File: src/rtl/irq_ctrl_pkg.sv
// Shared register map and field positions for the irq_ctrl block.
// Both the bus decoder and the priority encoder use these definitions.
package irq_ctrl_pkg;

   localparam logic [3:0] OFS_PENDING = 4'h0;
   localparam logic [3:0] OFS_MASK    = 4'h4;
   localparam logic [3:0] OFS_ID      = 4'h8;
   localparam logic [3:0] OFS_CTRL    = 4'hC;

   localparam logic [7:0] ID_NONE = 8'hFF;

   localparam int CTRL_GEN = 0;
   localparam int CTRL_OVR = 1;

   typedef enum logic [1:0] {
      REG_PENDING,
      REG_MASK,
      REG_ID,
      REG_CTRL
   } reg_sel_e;

   // Only meaningful for word-aligned offsets inside the 16-byte window.
   function automatic reg_sel_e ofs_to_sel(input logic [3:0] ofs);
      case (ofs)
         OFS_PENDING: return REG_PENDING;
         OFS_MASK:    return REG_MASK;
         OFS_ID:      return REG_ID;
         default:     return REG_CTRL;
      endcase
   endfunction

endpackage

File: src/rtl/irq_prio_enc.sv
// Lowest-index-wins priority encoder over the active interrupt vector.
// Reports ID_NONE and any=0 when nothing is active.
module irq_prio_enc
   import irq_ctrl_pkg::*;
#(
   parameter int NSRC = 8
) (
   input  logic [NSRC-1:0] active,
   output logic [7:0]      id,
   output logic            any
);

   // Scanning downward lets the lowest set bit overwrite the higher ones.
   always_comb begin
      id = ID_NONE;
      for (int i = NSRC - 1; i >= 0; i--) begin
         if (active[i]) id = 8'(i);
      end
   end

   assign any = |active;

endmodule

File: src/rtl/irq_ctrl.sv
// Memory-mapped interrupt controller on the native picorv32 bus: sticky pending
// bits from edge-detected events, per-source mask, global enable, overrun flag.
module irq_ctrl
   import irq_ctrl_pkg::*;
#(
   parameter logic [31:0] ADDR = 32'h0000_0000,
   parameter int          NSRC = 8
) (
   input  logic            clk,
   input  logic            resetn,
   input  logic [NSRC-1:0] irq_src,
   input  logic [31:0]     addr,
   input  logic            wen,
   input  logic [31:0]     wdata,
   input  logic            mem_valid,
   input  logic            mem_ready,
   output logic [31:0]     irq_rdata,
   output logic            irq_ready,
   output logic            irq_out
);

   logic [NSRC-1:0] r_src_prev;
   logic [NSRC-1:0] r_pending;
   logic [NSRC-1:0] r_mask;
   logic            r_gen;
   logic            r_ovr;
   logic            r_ready;
   logic [31:0]     r_rdata;
   logic            r_irq;

   logic [31:0]     w_ofs;
   logic            w_hit;
   reg_sel_e        w_sel;
   logic            w_req;
   logic            w_wr;
   logic [NSRC-1:0] w_event;
   logic [NSRC-1:0] w_pend_clr;
   logic [NSRC-1:0] w_pend_nxt;
   logic [NSRC-1:0] w_active;
   logic            w_ovr_set;
   logic            w_ovr_clr;
   logic [7:0]      w_id;
   logic            w_any;
   logic [31:0]     w_rd_mux;
   logic            w_unused_wdata;

   // Window of four aligned words starting at ADDR.
   assign w_ofs = addr - ADDR;
   assign w_hit = (w_ofs[31:4] == 28'd0) && (w_ofs[1:0] == 2'd0);
   assign w_sel = ofs_to_sel(w_ofs[3:0]);

   // mem_ready already carries our own ack, so the beat after it is refused;
   // r_ready covers the case where the CPU side does not echo it.
   assign w_req = mem_valid && w_hit && !mem_ready && !r_ready;
   assign w_wr  = w_req && wen;

   assign w_event    = irq_src & ~r_src_prev;
   assign w_pend_clr = (w_wr && (w_sel == REG_PENDING)) ? wdata[NSRC-1:0] : '0;
   // Set after clear: an event colliding with its own W1C keeps the bit.
   assign w_pend_nxt = (r_pending & ~w_pend_clr) | w_event;
   assign w_ovr_set  = |(w_event & r_pending & ~w_pend_clr);
   assign w_ovr_clr  = w_wr && (w_sel == REG_CTRL) && wdata[CTRL_OVR];
   assign w_active   = r_pending & r_mask;

   assign w_unused_wdata = ^wdata;

   irq_prio_enc #(
      .NSRC (NSRC)
   ) u_prio (
      .active (w_active),
      .id     (w_id),
      .any    (w_any)
   );

   // Read data comes from pre-edge state, so a concurrent update is not visible.
   always_comb begin
      w_rd_mux = '0;
      case (w_sel)
         REG_PENDING: w_rd_mux[NSRC-1:0] = r_pending;
         REG_MASK:    w_rd_mux[NSRC-1:0] = r_mask;
         REG_ID:      w_rd_mux[7:0]      = w_id;
         REG_CTRL: begin
            w_rd_mux[CTRL_GEN] = r_gen;
            w_rd_mux[CTRL_OVR] = r_ovr;
         end
         default:     w_rd_mux = '0;
      endcase
   end

   always_ff @(posedge clk or negedge resetn) begin
      if (!resetn) begin
         r_src_prev <= '0;
         r_pending  <= '0;
         r_mask     <= '0;
         r_gen      <= 1'b0;
         r_ovr      <= 1'b0;
         r_ready    <= 1'b0;
         r_rdata    <= '0;
         r_irq      <= 1'b0;
      end else begin
         r_src_prev <= irq_src;
         r_pending  <= w_pend_nxt;
         r_ovr      <= w_ovr_set | (r_ovr & ~w_ovr_clr);
         if (w_wr && (w_sel == REG_MASK)) r_mask <= wdata[NSRC-1:0];
         if (w_wr && (w_sel == REG_CTRL)) r_gen  <= wdata[CTRL_GEN];
         r_ready <= w_req;
         if (w_req) r_rdata <= w_rd_mux;
         r_irq <= r_gen & w_any;
      end
   end

   assign irq_rdata = r_rdata;
   assign irq_ready = r_ready;
   assign irq_out   = r_irq;

endmodule
File: config.mk
export PLATFORM = sky130hd
export DESIGN_NAME = irq_ctrl
export DESIGN_NICKNAME = d
export VERILOG_FILES = /design/src/rtl/irq_ctrl_pkg.sv /design/src/rtl/irq_prio_enc.sv /design/src/rtl/irq_ctrl.sv
export SDC_FILE = /design/constraint.sdc
export NUM_CORES = 1
export LEC_CHECK = 0
export ABC_AREA = 0
export CAP_MARGIN = 20
export CORE_ASPECT_RATIO = 0.9
export CORE_MARGIN = 1
export CORE_UTILIZATION = 43
export CTS_CLUSTER_DIAMETER = 40
export DETAILED_ROUTE_END_ITERATION = 10
export PLACE_DENSITY = 0.91
export SETUP_SLACK_MARGIN = 0.2
export SLEW_MARGIN = 20
export SYNTH_ARGS = -nofsm -noshare
export SYNTH_HDL_FRONTEND = slang
export SYNTH_HIERARCHICAL = 1
export SYNTH_SLANG_ARGS = --single-unit
File: constraint.sdc
create_clock -name clk -period 3.7 [get_ports clk]
set_input_delay 0.37 -clock clk [delete_from_list [all_inputs] [get_ports clk]]
set_output_delay 0.37 -clock clk [all_outputs]
set_load 0.1 [all_outputs]
; ---- After elaboration in Yosys (flattened, before gate mapping)
; Index checks and enable logic that the tools add are counted.
; Widths: inputs -> output; s select.
[totals]
in_bits = 77
regBits = 36
[op_classes]
reduce_logical = 17
n_mux = 12
n_eq_ne = 5
bitwise = 12
[ops]
columns = cell, count
row1 = $mux 8, 9
row2 = $and 8x8->8, 5
row3 = $logic_not 28->1, 1
row4 = $pmux 6 s3, 1
row5 = $not 8->8, 2
row6 = $reduce_or 8->1, 2
row7 = $logic_and 1x1->1, 9
row8 = $or 8x8->8, 1
row9 = $pmux 2 s4, 1
row10 = $pmux 2 s3, 1
row11 = $eq 2x2->1 const B, 2
row12 = $eq 4x3->1 const B, 1
row13 = $eq 4x4->1 const B, 1
row14 = $logic_not 2->1, 2
row15 = $logic_not 4->1, 1
row16 = $and 1x1->1, 2
row17 = $eq 2x1->1 const B, 1
row18 = $logic_not 1->1, 2
row19 = $not 1->1, 1
row20 = $or 1x1->1, 1

; ---- Longest topological paths before layout
[logic_depth]
depth_word = 12
ltp_mapped = 8

; ---- Hierarchy
; Netlist, hierarchy kept.
[modules_own_cells]
columns = module, instances, cells_per_inst, area_per_inst_um2
row1 = irq_ctrl, 1, 200, 2048.2
row2 = irq_prio_enc, 1, 16, 100.1

; ---- Least setup slack after synthesis
; No wires, ideal clock.
[synth_path]
path_kind = flip-flop to flip-flop
startpoint = register r_ready (netlist: irq_ready)
endpoint = register r_mask[0]
setup_slack_ps = 1112
path_buffers = 2
stages_incl_launch_ff = 9
arrival_ps = 2463
cell_sequence = dfrtp_1 nor4b_2 nand4_2 or3_1 buf_6 inv_6 and3_4 buf_12 mux2_4
[synth_via]
elab_chain_len = 4
[synth_rtl]
columns = item, line_no
row1 = start: declaration, irq_ctrl.sv:27  ; logic r_ready;
row2 = start signal: assignment, irq_ctrl.sv:106  ; r_ready <= w_req;
row3 = $logic_not 1->1, irq_ctrl.sv:54  ; assign w_req = mem_valid && w_hit && !mem_ready && !r_ready;
row4 = $logic_and 1x1->1, irq_ctrl.sv:54
row5 = named net w_req, irq_ctrl.sv:34  ; logic w_req;
row6 = $logic_and 1x1->1, irq_ctrl.sv:55  ; assign w_wr = w_req && wen;
row7 = $logic_and 1x1->1, irq_ctrl.sv:104  ; if (w_wr && (w_sel == REG_MASK)) r_mask <= wdata[NSRC-1:0];
row8 = end signal: assignment, irq_ctrl.sv:104
row9 = end: declaration, irq_ctrl.sv:24  ; logic [NSRC-1:0] r_mask;
; The timed path passes the listed nets, and every way through them passes these cells.
; A chain may end at the register's enable or synchronous reset.

; ---- Worst setup path in the final report
[layout_path]
startpoint = input port addr[5]
endpoint = register r_mask[6]
[layout_via]
elab_chain_len = 7
[layout_rtl]
columns = item, line_no
row1 = start: declaration, irq_ctrl.sv:12  ; input logic [31:0] addr,
row2 = $logic_not 28->1, irq_ctrl.sv:49  ; assign w_hit = (w_ofs[31:4] == 28'd0) && (w_ofs[1:0] == 2'd0);
row3 = $logic_and 1x1->1, irq_ctrl.sv:49
row4 = $logic_and 1x1->1 (3 in series), irq_ctrl.sv:54
row5 = named net w_req, irq_ctrl.sv:34
row6 = $logic_and 1x1->1, irq_ctrl.sv:55
row7 = $logic_and 1x1->1, irq_ctrl.sv:104
; The timed path passes the listed nets, and every way through them passes these cells.

==> reports/metrics.yaml <==
status: "finished, final reports clean"
ir_drop_mv: 0.1757
ys_ff_latch: 36
fin_ws_ps: 1072
hold_violations: 0
reg2reg_depth: 6
die_y_um: 69.06
critPathRequiredTime_ps: 3870
synth_seq_area_share_pct: 41.93
powerDensity_nw_per_um2: 320.9
drv_slew: 0
multi_input_area_um2: 1027
wirelength_um: 4479
postCtsSetupBuffers: 0
dieArea_um2: 5283
pwr-share-comb_pct: 23.4
clkSlewWorstSetupHoldPaths_ps: 70
hp-class: "reg -> reg"
fin_util_pct: 57.61
finalCritPeriodShare_pct: 71.03
clk_path_buf_depth: 2
nets: 352
crit_type: "in -> reg"
p_sw_share_pct: 31.47
num_vias: 1683
grt_pass1_vias: 1631
routed_via_density: 4.935
post-place-ws_ps: 763.8
ios: 111
dp_hpwl_um: 3524
htreeDepth: 2
cp_num_cells: 7
postPlaceCellArea_um2: 2691
cts-root-buf: "clkbuf_8"
max_stage_delay_ps: 700
syn_area_um2: 2148
fill_cells: 423
crit_path_end_kind: "flop"
finalCriticalPeriod_ps: 2628
crit_path_start_kind: "input port"
drt_iter0_drc: 97
synthFlopType: "dfrtp_1"
critPathArrivalTime_ps: 2800
dr.pass1.iters: 4
r2r_setup_slack_ps: 1250
crit_slowest_cell: "or3_1"
holdPathStages: 1
r2r_end: "r_mask[6]$_DFFE_PN0P_"
clockPowerShare_pct: 32.0
overflow: 0
clkSinkCount: 36
critical-path-top-delay-family: "simple AND/OR/NAND/NOR gates"
synthToLayoutAreaGrowth_pct: 29.64
worst_slew_pin_slew_ps: 969.7
crit_chain: "clkdlybuf4s50_1 -> nor4_2 -> nand4_2 -> or3_1 -> inv_6 -> and3_4 -> mux2_4"
diodes: 0
p_leak_uw: 0.001176
synthCells: 216
fin_area_um2: 2785
cap_violations: 0
p_switching_uw: 281.3
synthDistinctLibCells: 44
whs_endpoint: "r_pending[7]$_DFF_PN0_"
cts-hold-fix-buffers: 0
io_buffers: 62
crit_fanout: 17
final_antenna_net_count: 0
numCtsBuffers: 5
grt_pass1_wl_um: 7541
rsz0062_at_grt: "no"
die_w_um: 76.51
fin_tns_setup_ps: 0
drive_gt1_share_pct: 11.59
antenna_found_initial: 0
cellInternalPower_uw: 612.6
drc_errors: 0
fmax_ghz: 0.3805
grt_max_degree: 37
ctsResizeCount: 0
setup_violations: 0
ys_async_sr_fraction_pct: 100.0
fp.coreArea_um2: 4835
crit_buf_inv: 2
register_area_um2: 900.9
finClkSkew_ps: 8.837
maxSlewHeadroom_pct: 35.15
synth_area_leaders: "dfrtp_1 (42%), buf_4 (9.8%), mux2_4 (5.6%)"
r2r-start: "irq_ready$_DFF_PN0_"
gp_congestion: 0.8370
yosysWarningCount: 6
p_total_uw: 893.9
clock_latency_ps: 290
hold_start: "r_src_prev[7]$_DFF_PN0_"
post_drt_wl_per_cell_um: 13.13
rows: 24
start_util_pct: 44.44
yosysTopAreaCell: "dfrtp_1"
grt_usage_pct: 18.31
seqPwrFrac_pct: 44.6
cts_tree: "done"
avgSynthCellArea_um2: 9.946
synth-edff-count: 0
yosys.area.top_type_share_pct: 41.93
-- cells in the mapped netlist, drive strengths merged, types with 2 or more instances --
| cell type | instances |
|---|---|
| clkbuf | 3 |
| nor2 | 8 |
| nand3b | 3 |
| mux2i | 6 |
| nor2b | 4 |
| or3 | 2 |
| nor4b | 2 |
| nand4 | 2 |
| and2 | 10 |
| nand2 | 22 |
| inv | 11 |
| nand4b | 2 |
| nor3 | 5 |
| dfrtp | 36 |
| o31ai | 6 |
| mux2 | 10 |
| buf | 32 |
| o221ai | 2 |
| o21ai | 9 |
| a21oi | 8 |
| nand2b | 4 |
| nor4 | 11 |
| nand3 | 5 |
| o41ai | 3 |
-- power by group through the flow --
stage               logic (uW)  clock network (uW)  registers, uW
global route               220                 311            399
floorplan                  153                   0            406
finish                     209                 286            399
global placement           207                   0            406
detailed placement         209                   0            406
CTS                        210                 297            399
-- metrics by stage --
stage / hold WS [ps] / instances
floorplan: 74.41 / 239
global placement: 417.8 / 333
detailed placement: 435.7 / 333
CTS: 451.3 / 341
global route: 475.9 / 341
finish: 444.6 / 341
-- final cells by class --
| class | count | share of cell area [%] |
|---|---|---|
| Timing Repair Buffer | 64 | 22.82 |
| Tap cell | 65 | 2.920 |
| Clock buffer | 7 | 3.100 |
| Multi-Input combinational cell | 157 | 36.88 |
| Sequential cell | 36 | 32.35 |
| Clock inverter | 1 | 0.2695 |
| Inverter | 11 | 1.662 |
-- placed cells by master, fill, tap and decap left out, types with 3 or more instances in the layout --
master | netlist | routed
nand3_1 | 5 | 5
o41ai_1 | 3 | 3
and2_1 | 9 | 9
dfrtp_1 | 36 | 36
o21ai_0 | 9 | 9
nand2_1 | 22 | 22
inv_1 | 9 | 9
conb_1 | 1 | 24
nor2_1 | 8 | 8
mux2_4 | 8 | 8
nor2b_1 | 4 | 4
nor4_2 | 4 | 4
clkdlybuf4s50_1 | 0 | 62
nand2b_1 | 4 | 4
nor4_1 | 6 | 6
clkbuf_8 | 0 | 6
nand3b_1 | 3 | 3
mux2i_1 | 6 | 6
a21oi_1 | 8 | 8
o31ai_1 | 6 | 6
nor3_1 | 5 | 5
-- flip-flops by register name, indices dropped and copies added, names as in the netlist --
register    cells
irq_rdata       8
r_mask          8
r_pending       8
r_src_prev      8
irq_out         1
irq_ready       1
r_gen           1
r_ovr           1
-- worst max-delay path by stage --
stage                        startpoint                    end  slack, ps
detailed placement            mem_ready  r_mask[0]$_DFFE_PN0P_        760
global route                   addr[21]  r_mask[6]$_DFFE_PN0P_        940
floorplan           irq_ready$_DFF_PN0_  r_mask[0]$_DFFE_PN0P_       1110
CTS                            addr[29]  r_mask[0]$_DFFE_PN0P_       1070
global placement               addr[29]  r_mask[5]$_DFFE_PN0P_        810
finish                          addr[5]  r_mask[6]$_DFFE_PN0P_       1070
-- cells by family after synthesis --
family | after synthesis | synth area share (%)
AND/OR/NAND/NOR | 82 | 23.47
buffers and inverters | 46 | 14.27
flip-flops | 36 | 41.93
AO/OA/AOI/OAI | 35 | 10.72
multiplexers | 16 | 9.435
other | 1 | 0.1746
-- layer usage --
layer  up-vias  wire (um)  track usage, %
li1        831          -               -
met1       779       1969           22.57
met2        63       2213           30.63
met3        10        214           4.106
met4         0         82           8.120
met5         -          0               0
Power figures use the tool's default switching activity.
